## src/rtl/div_unit.sv

```systemverilog
// Sequential signed 32-bit divider (radix-2 restoring, one quotient bit per clock).
// Quotient truncates toward zero; the remainder takes the sign of the dividend.
module div_unit (
  input  logic        clk,
  input  logic        reset,
  input  logic        div_start,
  input  logic [31:0] rs_data,
  input  logic [31:0] rt_data,
  output logic [31:0] div_low_out,
  output logic [31:0] div_hi_out,
  output logic        div_busy,
  output logic        div_done,
  output logic        div_zero
);

  typedef enum logic [1:0] {IDLE, CALC, FIX, DONE} state_t;

  state_t      state;
  logic [31:0] quo;
  logic [31:0] divisor;
  logic [31:0] rem;
  logic [4:0]  cnt;
  logic        q_neg;
  logic        r_neg;

  logic [32:0] shifted;
  logic [32:0] trial;
  logic [31:0] rs_abs;
  logic [31:0] rt_abs;

  // The remainder is always below the divisor (at most 2^31), so the shifted
  // value fits in 32 bits and bit 32 of the trial difference is a true sign.
  always_comb begin
    shifted = {rem, quo[31]};
    trial   = shifted - {1'b0, divisor};
    rs_abs  = rs_data[31] ? (32'd0 - rs_data) : rs_data;
    rt_abs  = rt_data[31] ? (32'd0 - rt_data) : rt_data;
  end

  always_ff @(posedge clk or posedge reset) begin
    if (reset) begin
      state       <= IDLE;
      quo         <= 32'd0;
      divisor     <= 32'd0;
      rem         <= 32'd0;
      cnt         <= 5'd0;
      q_neg       <= 1'b0;
      r_neg       <= 1'b0;
      div_low_out <= 32'd0;
      div_hi_out  <= 32'd0;
      div_busy    <= 1'b0;
      div_done    <= 1'b0;
      div_zero    <= 1'b0;
    end else begin
      div_done <= 1'b0;
      div_zero <= 1'b0;
      case (state)
        IDLE: begin
          if (div_start) begin
            if (rt_data == 32'd0) begin
              div_zero <= 1'b1;
            end else begin
              quo      <= rs_abs;
              divisor  <= rt_abs;
              rem      <= 32'd0;
              q_neg    <= rs_data[31] ^ rt_data[31];
              r_neg    <= rs_data[31];
              cnt      <= 5'd31;
              div_busy <= 1'b1;
              state    <= CALC;
            end
          end
        end
        CALC: begin
          if (!trial[32]) begin
            rem <= trial[31:0];
            quo <= {quo[30:0], 1'b1};
          end else begin
            rem <= shifted[31:0];
            quo <= {quo[30:0], 1'b0};
          end
          cnt <= cnt - 5'd1;
          if (cnt == 5'd0) state <= FIX;
        end
        FIX: begin
          div_low_out <= q_neg ? (32'd0 - quo) : quo;
          div_hi_out  <= r_neg ? (32'd0 - rem) : rem;
          div_done    <= 1'b1;
          state       <= DONE;
        end
        DONE: begin
          div_busy <= 1'b0;
          state    <= IDLE;
        end
        default: state <= IDLE;
      endcase
    end
  end

endmodule

```

## config.mk

```make
export PLATFORM = sky130hd
export DESIGN_NAME = div_unit
export DESIGN_NICKNAME = d
export VERILOG_FILES = /design/src/rtl/div_unit.sv
export SDC_FILE = /design/constraint.sdc
export NUM_CORES = 1
export LEC_CHECK = 0
export ABC_AREA = 1
export BUFFER_PORTS_ARGS = -buffer_cell sky130_fd_sc_hd__buf_2
export CORE_ASPECT_RATIO = 0.6
export CORE_MARGIN = 2
export CORE_UTILIZATION = 60
export CTS_BUF_LIST = sky130_fd_sc_hd__clkbuf_4 sky130_fd_sc_hd__clkbuf_8
export DETAILED_ROUTE_END_ITERATION = 10
export HOLD_SLACK_MARGIN = 0.08
export MAX_ROUTING_LAYER = met4
export PLACE_DENSITY = 0.81
export SYNTH_ARGS = -nofsm -noshare
export SYNTH_HDL_FRONTEND = slang
export SYNTH_SLANG_ARGS = --single-unit
```

## constraint.sdc

```tcl
create_clock -name clk -period 14.35 [get_ports clk]
set_input_delay 2.87 -clock clk [delete_from_list [all_inputs] [get_ports clk]]
set_output_delay 2.87 -clock clk [all_outputs]
set_load 0.005 [all_outputs]
```

==> flow_summary.yaml <==
flow_run:
  cap_viol_max_count: 0
routing:
  highest_layer: "met4"
  wl_per_cell_um: 17.1
  wl_mm: 42.3
  post-route-drc-count: 0
  vias_per_cell: 5.70
  met1_length_mm: 19.6
  dr.pass1.iters: 6
  wl_met3_mm: 6.88
  ant_nets: 0
  vias: 14100
  drtIter0Drc: 1734
  wl_met2_mm: 15.3
logic_synthesis:
  synth_fp_nets: 2199
  synth.avg_cell_area_um2: 6.40
  synth_cell_types: 42
  syn_area_um2: 13400
  synth-edff-count: 0
  synth_flop_cell: "dfrtp_1"
  syn_inst: 2088
  ys_async_sr_fraction_pct: 100
  yosysWarnings: 0
  seq_area_frac_synth_pct: 32.2
  yosys_register_bits: 172
finish:
  nNetsFinal: 2292
  mostFrequentLayoutCells: "nand2_1 (678), inv_1 (292), nand3_1 (198), nor2_1 (191), dfrtp_1 (172)"
  area_delta_synth_final_pct: 8.87
  fill_cells: 2047
  antenna_cells: 0
  final_common_cell: "nand2_1"
  final-instance-count-excl-fill: 2480
  multi_input_comb_area_um2: 7610
  register_area_um2: 4300
  drive_gt1_share_pct: 10.1
pwr:
  irDropWorstVdd_mv: 0.137
  power_leakage_nw: 7.99
  power.density_nw_per_um2: 244
die:
  dieArea_um2: 23500
  coreArea_um2: 22000
  initial_core_util_pct: 60.9
  ios: 134
  rows: 42
  die_y_um: 120
  die_w_um: 197
cts:
  post_cts_buffers: 0
  clk_pin_slew_ns: 0.09
  cts-hold-fix-buffers: 0
  ctsRootBufferMaster: "clkbuf_8"
  clk_latency_ns: 0.48
  htreeDepth: 4
  cts_tree: "done"
  clock-sinks: 172
  cts_buffers: 17
  ctsResizeCount: 0
  cts_buffer_depth: 2
place:
  port_buffers: 133
  dpl.cell_count: 2448
  routabilityCongestion: 1.08
  hpwl_mm: 33.4
status:
  status: "complete, no violations"
sta:
  slew_headroom_pct: 16.2
  fin_crit_sh_pct: 35.6
  tns_ns: 0
  rsz0062_at_grt: "no"
  layout_min_cycle_time_ns: 5.11
  worst_pin_slew_ns: 1.25
  drv_slew: 0
  fmaxAchievable_mhz: 196
  setup-violations-final: 0
  fin_worst_skew_ns: 0.0188
  hold_viol: 0
critical_path:
  crit_type: "input port to register"
  required_ns: 14.70
  cp_max_fo: 63
  cp_data_arrival_time_ns: 5.46
  setup.worst_path.start_class: "input port"
  endpoint_kind: "register"
global_route:
  grt_start_max_net_pins: 75
  antenna_found_initial: 0
  grt_pass1_vias: 12200
  grt_overflow_total: 0
  grt_usage_pct: 37.4
  grt_pass1_wl_mm: 65.9
min_path:
  hold_path_class: "register to register"
-- stage by stage --
step / total power [mW] / setup WS (ns) / instance area [µm²] / util, % / hold WS (ns)
after floorplan: 2.47 / 6.82 / 13400 / - / 0.449
after global placement: 3.05 / 9.00 / 14200 / 64.4 / 0.459
after detailed placement: 3.11 / 8.84 / 14200 / 64.4 / 0.463
after CTS: 3.47 / 9.35 / 14600 / 66.3 / 0.487
after global routing: 3.85 / 9.05 / 14600 / 66.3 / 0.509
final: 3.55 / 9.24 / 14600 / 66.3 / 0.483
-- layout make-up --
cell class | count | area share (%)
Multi-Input combinational cell | 1544 | 52.3
Sequential cell | 172 | 29.6
Inverter | 303 | 7.85
Timing Repair Buffer | 143 | 5.09
Tap cell | 286 | 2.46
Clock buffer | 24 | 2.18
Clock inverter | 8 | 0.559
-- power by group --
group,switching (mW),total [mW],internal (mW)
clock network,0.183,0.348,0.165
logic,1.55,2.28,0.726
registers,0.223,0.929,0.706
total,1.96,3.55,1.60
-- worst max-delay path, stage by stage --
cell	delay, ns
buf_2	0.40
inv_1	0.31
nand3_1	0.19
nor2_1	0.05
nand4_1	0.13
nand2_1	0.10
nand2_1	0.12
nand2_2	0.71
o21ai_0	0.46
nand3_1	0.11
-- cells in the mapped netlist (8+ instances only) --
cell type	n	area (µm²)
nand4_1	32	200
dfrtp_1	172	4300
clkbuf_1	41	154
buf_2	20	100
o21ai_0	128	641
nand3_1	198	991
xnor2_1	18	158
nor2_1	191	717
xor2_1	74	648
inv_1	294	1100
o22ai_1	8	50.1
nor3_1	16	80.1
o211ai_1	11	82.6
or2_2	9	56.3
a21oi_1	51	255
ha_1	43	538
nand2_2	11	68.8
nand2_1	678	2540
a31oi_1	24	150
-- cell families (layout without fill, tap and decap cells) --
group | count (synthesis) | count (layout) | synth area share [%]
AO/OA/AOI/OAI | 243 | 243 | 9.99
XOR/XNOR | 92 | 92 | 6.03
adder cells (fa/ha/maj) | 44 | 44 | 4.17
buffers and inverters | 372 | 478 | 11.0
flip-flops | 172 | 172 | 32.2
AND/OR/NAND/NOR | 1165 | 1165 | 36.7
-- final timing paths --
| path | depth (start not counted) | end | slack, ns | start |
|---|---|---|---|---|
| hold reg to reg | 2 | div_hi_out[12] | 0.48 | div_hi_out[12] |
| min in group asynchronous | 2 | div_low_out[11] | 2.45 | reset |
| hold / removal | 2 | div_hi_out[12] | 0.48 | div_hi_out[12] |
| setup / recovery | 10 | cnt[3] | 9.24 | rt_data[31] |
| setup reg to reg | 15 | rem[13] | 11.42 | divisor[0] |
| max in group asynchronous | 3 | divisor[23] | 10.73 | reset |
-- layer usage --
metal	vias to the layer above	GRT usage, %
met5	-	-
met4	0	7.33
met3	57	15.8
met2	862	44.1
met1	6418	57.4
li1	6789	-
-- sequential cells by signal, indices dropped and copies added (netlist names) --
register and cells:
div_hi_out 32, div_low_out 32, divisor 32, quo 32, rem 32, cnt 5
state 2, div_busy 1, div_done 1, div_zero 1, q_neg 1, r_neg 1
Note: power is estimated with default switching activity, not from simulation.
